<file path="config.mk">
export PLATFORM = sky130hd
export DESIGN_NAME = fifo_wr_arbiter
export DESIGN_NICKNAME = d
export VERILOG_FILES = /design/src/rtl/fifo_wr_arbiter.sv
export SDC_FILE = /design/constraint.sdc
export NUM_CORES = 1
export LEC_CHECK = 0
export BUFFER_PORTS_ARGS = -buffer_cell sky130_fd_sc_hd__clkbuf_2
export CAP_MARGIN = 25
export CORE_AREA = 2 2 69 52
export CTS_CLUSTER_SIZE = 28
export DETAILED_ROUTE_END_ITERATION = 8
export DIE_AREA = 0 0 71 54
export GPL_ROUTABILITY_DRIVEN = 0
export HOLD_SLACK_MARGIN = 0.05
export PLACE_DENSITY_LB_ADDON = 0.3
export SETUP_SLACK_MARGIN = 0.15
export SLEW_MARGIN = 20
export SYNTH_ARGS = -nofsm -noshare
export SYNTH_HDL_FRONTEND = slang
export SYNTH_SLANG_ARGS = --single-unit
</file>
<file path="constraint.sdc">
create_clock -name clk -period 4.03 [get_ports clk]
set_input_delay 0.806 -clock clk [delete_from_list [all_inputs] [get_ports clk]]
set_output_delay 0.806 -clock clk [all_outputs]
set_load 0.02 [all_outputs]
</file>
<file path="src/rtl/fifo_wr_arbiter.sv">
// Round-robin arbiter sharing one FIFO write port among N valid/ready producers.
// A grant lasts until MAX_BURST beats are taken or the granted producer drops valid.
module fifo_wr_arbiter #(
    parameter int N         = 4,
    parameter int DW        = 8,
    parameter int MAX_BURST = 4,
    parameter int CNT_W     = 16
) (
    input  logic                 clk,
    input  logic                 rstn,
    input  logic [N-1:0]         req_valid,
    input  logic [N*DW-1:0]      req_data,
    output logic [N-1:0]         req_ready,
    input  logic                 fifo_full,
    output logic                 fifo_wr_en,
    output logic [DW-1:0]        fifo_wr_data,
    output logic [$clog2(N)-1:0] grant_id,
    output logic                 busy,
    output logic [CNT_W-1:0]     beat_cnt
);

    localparam int GW = $clog2(N);
    localparam int BW = 4;

    typedef enum logic {
        S_IDLE,
        S_GRANT
    } state_t;

    state_t          r_state;
    state_t          w_state_next;
    logic [GW-1:0]   r_grant_id;
    logic [GW-1:0]   r_last_grant;
    logic [GW-1:0]   w_grant_next;
    logic [GW-1:0]   w_last_next;
    logic [GW-1:0]   w_pick;
    logic [GW-1:0]   w_idx;
    logic [BW-1:0]   r_burst_cnt;
    logic [BW-1:0]   w_burst_next;
    logic [CNT_W-1:0] r_beat_cnt;
    logic            w_any;
    logic            w_gvalid;
    logic            w_beat;
    logic            w_busy;
    logic [DW-1:0]   w_ch_data [N];

    assign w_busy = (r_state == S_GRANT);

    generate
        for (genvar gi = 0; gi < N; gi++) begin : g_ch
            assign w_ch_data[gi] = req_data[gi*DW +: DW];
            assign req_ready[gi] = w_busy && (r_grant_id == GW'(gi)) && !fifo_full;
        end
    endgenerate

    // First requester after the last granted channel, wrapping modulo N.
    always_comb begin
        w_pick = '0;
        w_any  = 1'b0;
        w_idx  = '0;
        for (int k = 1; k <= N; k++) begin
            w_idx = GW'((int'(r_last_grant) + k) % N);
            if (!w_any && req_valid[w_idx]) begin
                w_any  = 1'b1;
                w_pick = w_idx;
            end
        end
    end

    assign w_gvalid = req_valid[r_grant_id];
    assign w_beat   = w_busy && w_gvalid && !fifo_full;

    always_comb begin
        w_state_next = r_state;
        w_grant_next = r_grant_id;
        w_last_next  = r_last_grant;
        w_burst_next = r_burst_cnt;
        case (r_state)
            S_IDLE: begin
                if (w_any) begin
                    w_grant_next = w_pick;
                    w_burst_next = '0;
                    w_state_next = S_GRANT;
                end
            end
            S_GRANT: begin
                if (w_beat) begin
                    w_burst_next = r_burst_cnt + 1'b1;
                end
                // A dropped request releases even with no beat taken.
                if (!w_gvalid || (w_beat && r_burst_cnt == BW'(MAX_BURST - 1))) begin
                    w_state_next = S_IDLE;
                    w_last_next  = r_grant_id;
                end
            end
            default: w_state_next = S_IDLE;
        endcase
    end

    always_ff @(posedge clk or negedge rstn) begin
        if (!rstn) begin
            r_state      <= S_IDLE;
            r_grant_id   <= '0;
            r_last_grant <= GW'(N - 1);
            r_burst_cnt  <= '0;
            r_beat_cnt   <= '0;
        end else begin
            r_state      <= w_state_next;
            r_grant_id   <= w_grant_next;
            r_last_grant <= w_last_next;
            r_burst_cnt  <= w_burst_next;
            if (w_beat) begin
                r_beat_cnt <= r_beat_cnt + 1'b1;
            end
        end
    end

    assign busy         = w_busy;
    assign fifo_wr_en   = w_beat;
    assign fifo_wr_data = w_ch_data[r_grant_id];
    assign grant_id     = r_grant_id;
    assign beat_cnt     = r_beat_cnt;

endmodule

</file>
After elaboration in Yosys (flattened, before gate mapping)
Index checks and enable logic that the tools add are counted.

Add/subtract/negate cells: 6. Order comparisons: 6. Equality and inequality tests: 6. Mux-type cells: 27. Bitwise operators: 2. Reductions and logical operators: 24.

Operator list (number): $add 16x1->16 const B (1); $bmux 8 s2 (1); $mux 8 (2); $lt 2x3->1 const B (5); $logic_and 1x1->1 (14); $mux 1 (11); $bmux 1 s2 (5); $mux 2 (4); $mux 4 (2); $pmux 4 s2 (1); $reduce_and 2->1 (3); $logic_not 1->1 (5); $add 2x1->2 const B (2); $add 2x2->2 const B (2); $add 4x1->4 const B (1); $eq 2x2->1 const B (2); $eq 4x2->1 const B (1); $ge 3x3->1 const B (1); $not 2->3 (1); $eq 2x1->1 const B (1); $logic_not 2->1 (1); $ne 2x1->1 const B (1); $ne 2x2->1 const B (1); $pmux 1 s2 (1); 2 further kinds (2).

Flip-flop bits (word level): 25. Input bits: 39.

Longest topological paths before layout
Depth after elaboration: 15. Depth in mapped cells: 7.

Worst setup path after synthesis
No wires, ideal clock.

Path kind: in2out. From: in req_valid[1]. To: out fifo_wr_en. Arrival time: 1.601 ns. Setup slack: 1.623 ns. Cell stages on the path: 4. Path buffers: 1. Cell sequence: mux2_4 > a22oi_4 > inv_4 > buf_6.

Longest elaborated chain between the ends: 4.

RTL lines: start: declaration (RTL line 11) `input logic [N-1:0] req_valid,`; $bmux 1 s2 (RTL line 70) `assign w_gvalid = req_valid[r_grant_id];`; $mux 1 (not written as such) (RTL line 70); $logic_and 1x1->1 (2 in series) (RTL line 71) `assign w_beat = w_busy && w_gvalid && !fifo_full;`; end: declaration (RTL line 15) `output logic fifo_wr_en,`.

No other way between the ends. The select of a mux whose other input is x is not followed.

Worst setup path after layout
From: reg r_grant_id[1] (netlist: grant_id[1]). To: out fifo_wr_en.

Longest elaborated chain between the ends: 4.

RTL lines: start: declaration (RTL line 32) `logic [GW-1:0] r_grant_id;`; start signal: assignment (RTL line 109) `r_grant_id <= w_grant_next;`; $bmux 1 s2 (RTL line 70); $mux 1 (not written as such) (RTL line 70); $logic_and 1x1->1 (2 in series) (RTL line 71).

No other way between the ends. The select of a mux whose other input is x is not followed.

==> run_results.csv <==
group,metric,value,unit
sta,finalHoldViolCount,0,
sta,setup_viol,0,
layout,num-fill-cells,295,
setup_path,worstPathMaxFanout,17,
global_route,grt_first_pass_wirelength,5.69,mm
pwr,p_leak,0.993,nW
flow_run,max_cap_violations,0,
routing,drc,0,
floorplanning,die_y,54,µm
floorplanning,pin_count,71,
clock_tree,cts_resized,0,
routing,ant_nets,0,
layout,fin_nets,244,
global_route,grt_pass1_vias,1261,
clock_tree,root_buffer,"clkbuf_8",
setup_path,path_class,"register to output port",
global_route,grt_use_total,19.4,%
yosys,synth_seq_cells,25,
floorplanning,core,3270,µm²
layout,design_area,1920,µm²
sta,hold_slack,0.475,ns
layout,antennaDiodeCount,0,
floorplanning,rows,18,
yosys,yosys_warnings,0,
sta,slew_viol_final,0,
sta,rsz0062_at_grt,"false",
clock_tree,cts.sinks,25,
min_path,worstHoldPathType,"register to register",
clock_tree,post_cts_buffers,0,
setup_path,crit_path_end,"fifo_wr_en",
yosys,synth_edf_count,0,
placed_design,dp_hpwl,2.78,mm
yosys,syn-num-nets,175,
yosys,synth_area_per_cell,11.3,µm²
sta,worst_clock_skew,0.00763,ns
setup_path,worst-r2r-setup-slack,2.04,ns
placed_design,placed_cell_area,1870,µm²
sta,tightest_slew,0.654,ns
yosys,synth_ff_type,"dfrtp_1",
global_route,grt-ovfl-total,0,
yosys,yosysUniqueCellTypes,41,
yosys,synth_area,1510,µm²
setup_path,r2r.worst_path.cells,5,
global_route,grt_max_degree,26,
pwr,power,1.13,mW
floorplanning,die_area,3830,µm²
layout,final_common_cell,"clkbuf_2",
setup_path,crit_arrival,2.06,ns
layout,seqCellArea,628,µm²
sta,fin_crit,2.86,ns
setup_path,end_kind,"output port",
clock_tree,clkTransAtPathRegs,0.09,ns
clock_tree,clock_path_buffers,2,
floorplanning,die_w,71,µm
clock_tree,clk_latency,0.27,ns
setup_path,crit_path_start_kind,"register",
layout,syn_to_final_growth,27.0,%
routing,vias,1295,
yosys,synth-async-reset-ratio,100,%
setup_path,r2r_start,"grant_id[1]$_DFFE_PN0P_",
pwr,p_per_area,591,nW/µm²
layout,multi_input_area,831,µm²
clock_tree,cts_made_buffers,3,
setup_path,startpoint,"grant_id[1]$_DFFE_PN0P_",
global_route,antenna_found_initial,0,
routing,viasPerCell,5.35,
clock_tree,cts_hold_buf,0,
setup_path,worstPathRequired,3.22,ns
routing,first_iter_violations,23,
clock_tree,cts_tree,"done",
layout,drive_gt1_share,46.5,%
floorplanning,initial_core_util,46.3,%
routing,wl_per_cell,14.3,µm
routing,wirelength,3.46,mm
yosys,yosysSeqAreaShare,41.6,%
routing,drt_first_pass_iters,4,
run_status,status,"finished clean",
min_path,min_from,"beat_cnt[15]$_DFFE_PN0P_",
clock_tree,htree_levels,1,
pwr,peakVddDrop,0.271,mV
sta,clock.fmax,0.349,GHz
sta,setup_tns,0,ns
sta,final.period_utilization,71.0,%
placed_design,port_buffers,70,
sta,slew_headroom,56.4,%
yosys,synthCells,134,
layout,layout_common_cells,"70 x clkbuf_2, 23 x dfrtp_1, 16 x nand2_1, 11 x xnor2_1, 8 x mux4_2",
setup_path,timing.rr.end,"r_burst_cnt[3]$_DFFE_PN0P_",
layout,post-route-util,58.8,%
## Yosys cell counts, types with 3 or more instances
cell type,n,area (µm²)
dfrtp_1,23,576
nand2_1,16,60.1
xnor2_1,11,96.3
mux4_2,8,180
nand4_1,7,43.8
nand3_1,6,30.0
mux2i_1,4,40.0
nor3_1,4,20.0
xor2_1,4,35.0
a21oi_1,3,15.0
and3_1,3,18.8
clkbuf_1,3,11.3
nor2_1,3,11.3
nor4_1,3,18.8
## worst min-delay path by stage
stage | end | slack [ns] | cells past startpoint
finish | beat_cnt[15]$_DFFE_PN0P_ | 0.47 | 1
global route | beat_cnt[15]$_DFFE_PN0P_ | 0.50 | 1
CTS | beat_cnt[15]$_DFFE_PN0P_ | 0.48 | 1
detailed placement | beat_cnt[15]$_DFFE_PN0P_ | 0.46 | 1
global placement | beat_cnt[15]$_DFFE_PN0P_ | 0.47 | 1
floorplan | r_burst_cnt[3]$_DFFE_PN0P_ | 0.45 | 1
## stage by stage
step / setup WS [ns] / std cells
2_1_floorplan: 1.62 / 134
3_3_place_gp: 1.36 / 238
3_5_place_dp: 1.33 / 238
4_1_cts: 1.15 / 242
5_1_grt: 1.03 / 242
6_report: 1.17 / 242
## layer usage
metal  vias to the layer above  track usage, %  routed length [µm]
li1                        627               -                   -
met3                         4            4.87                 250
met2                        53            36.1                1690
met5                         -               0                   0
met4                         0            4.40                  25
met1                       611            23.2                1500
## power breakdown
part,switching [mW],leakage [nW],internal (mW),total [mW]
logic,0.288,0.639,0.251,0.539
clock network,0.0755,0.0255,0.0691,0.145
registers,0.135,0.328,0.315,0.450
total,0.498,0.993,0.636,1.13
## cell type report
cell class | instances | area share (%)
Timing Repair Buffer | 70 | 18.3
Clock buffer | 3 | 2.15
Sequential cell | 25 | 32.7
Multi-Input combinational cell | 100 | 43.3
Clock inverter | 1 | 0.261
Tap cell | 40 | 2.61
Inverter | 3 | 0.717
## worst max-delay path: stages (launching register included)
cell and delay (ns):
dfrtp_1 0.74, mux2_4 0.37, a22oi_4 0.33, inv_4 0.15
clkbuf_2 0.19
## logic make-up (layout without fill, tap and decap cells)
family | Yosys count | in the layout | synth area share, %
simple gates | 57 | 57 | 21.4
fa+ha+maj | 2 | 2 | 1.66
flops | 25 | 25 | 41.6
compound gates | 10 | 10 | 5.13
mux | 16 | 16 | 18.0
buf+inv | 9 | 77 | 3.48
xor+xnor | 15 | 15 | 8.69
## registers in the layout, summed over array words and instances, names as in the netlist
| register | count |
|---|---|
| beat_cnt | 16 |
| r_burst_cnt | 4 |
| grant_id | 2 |
| r_last_grant | 2 |
| busy | 1 |
(Power assumes the default switching activity.)
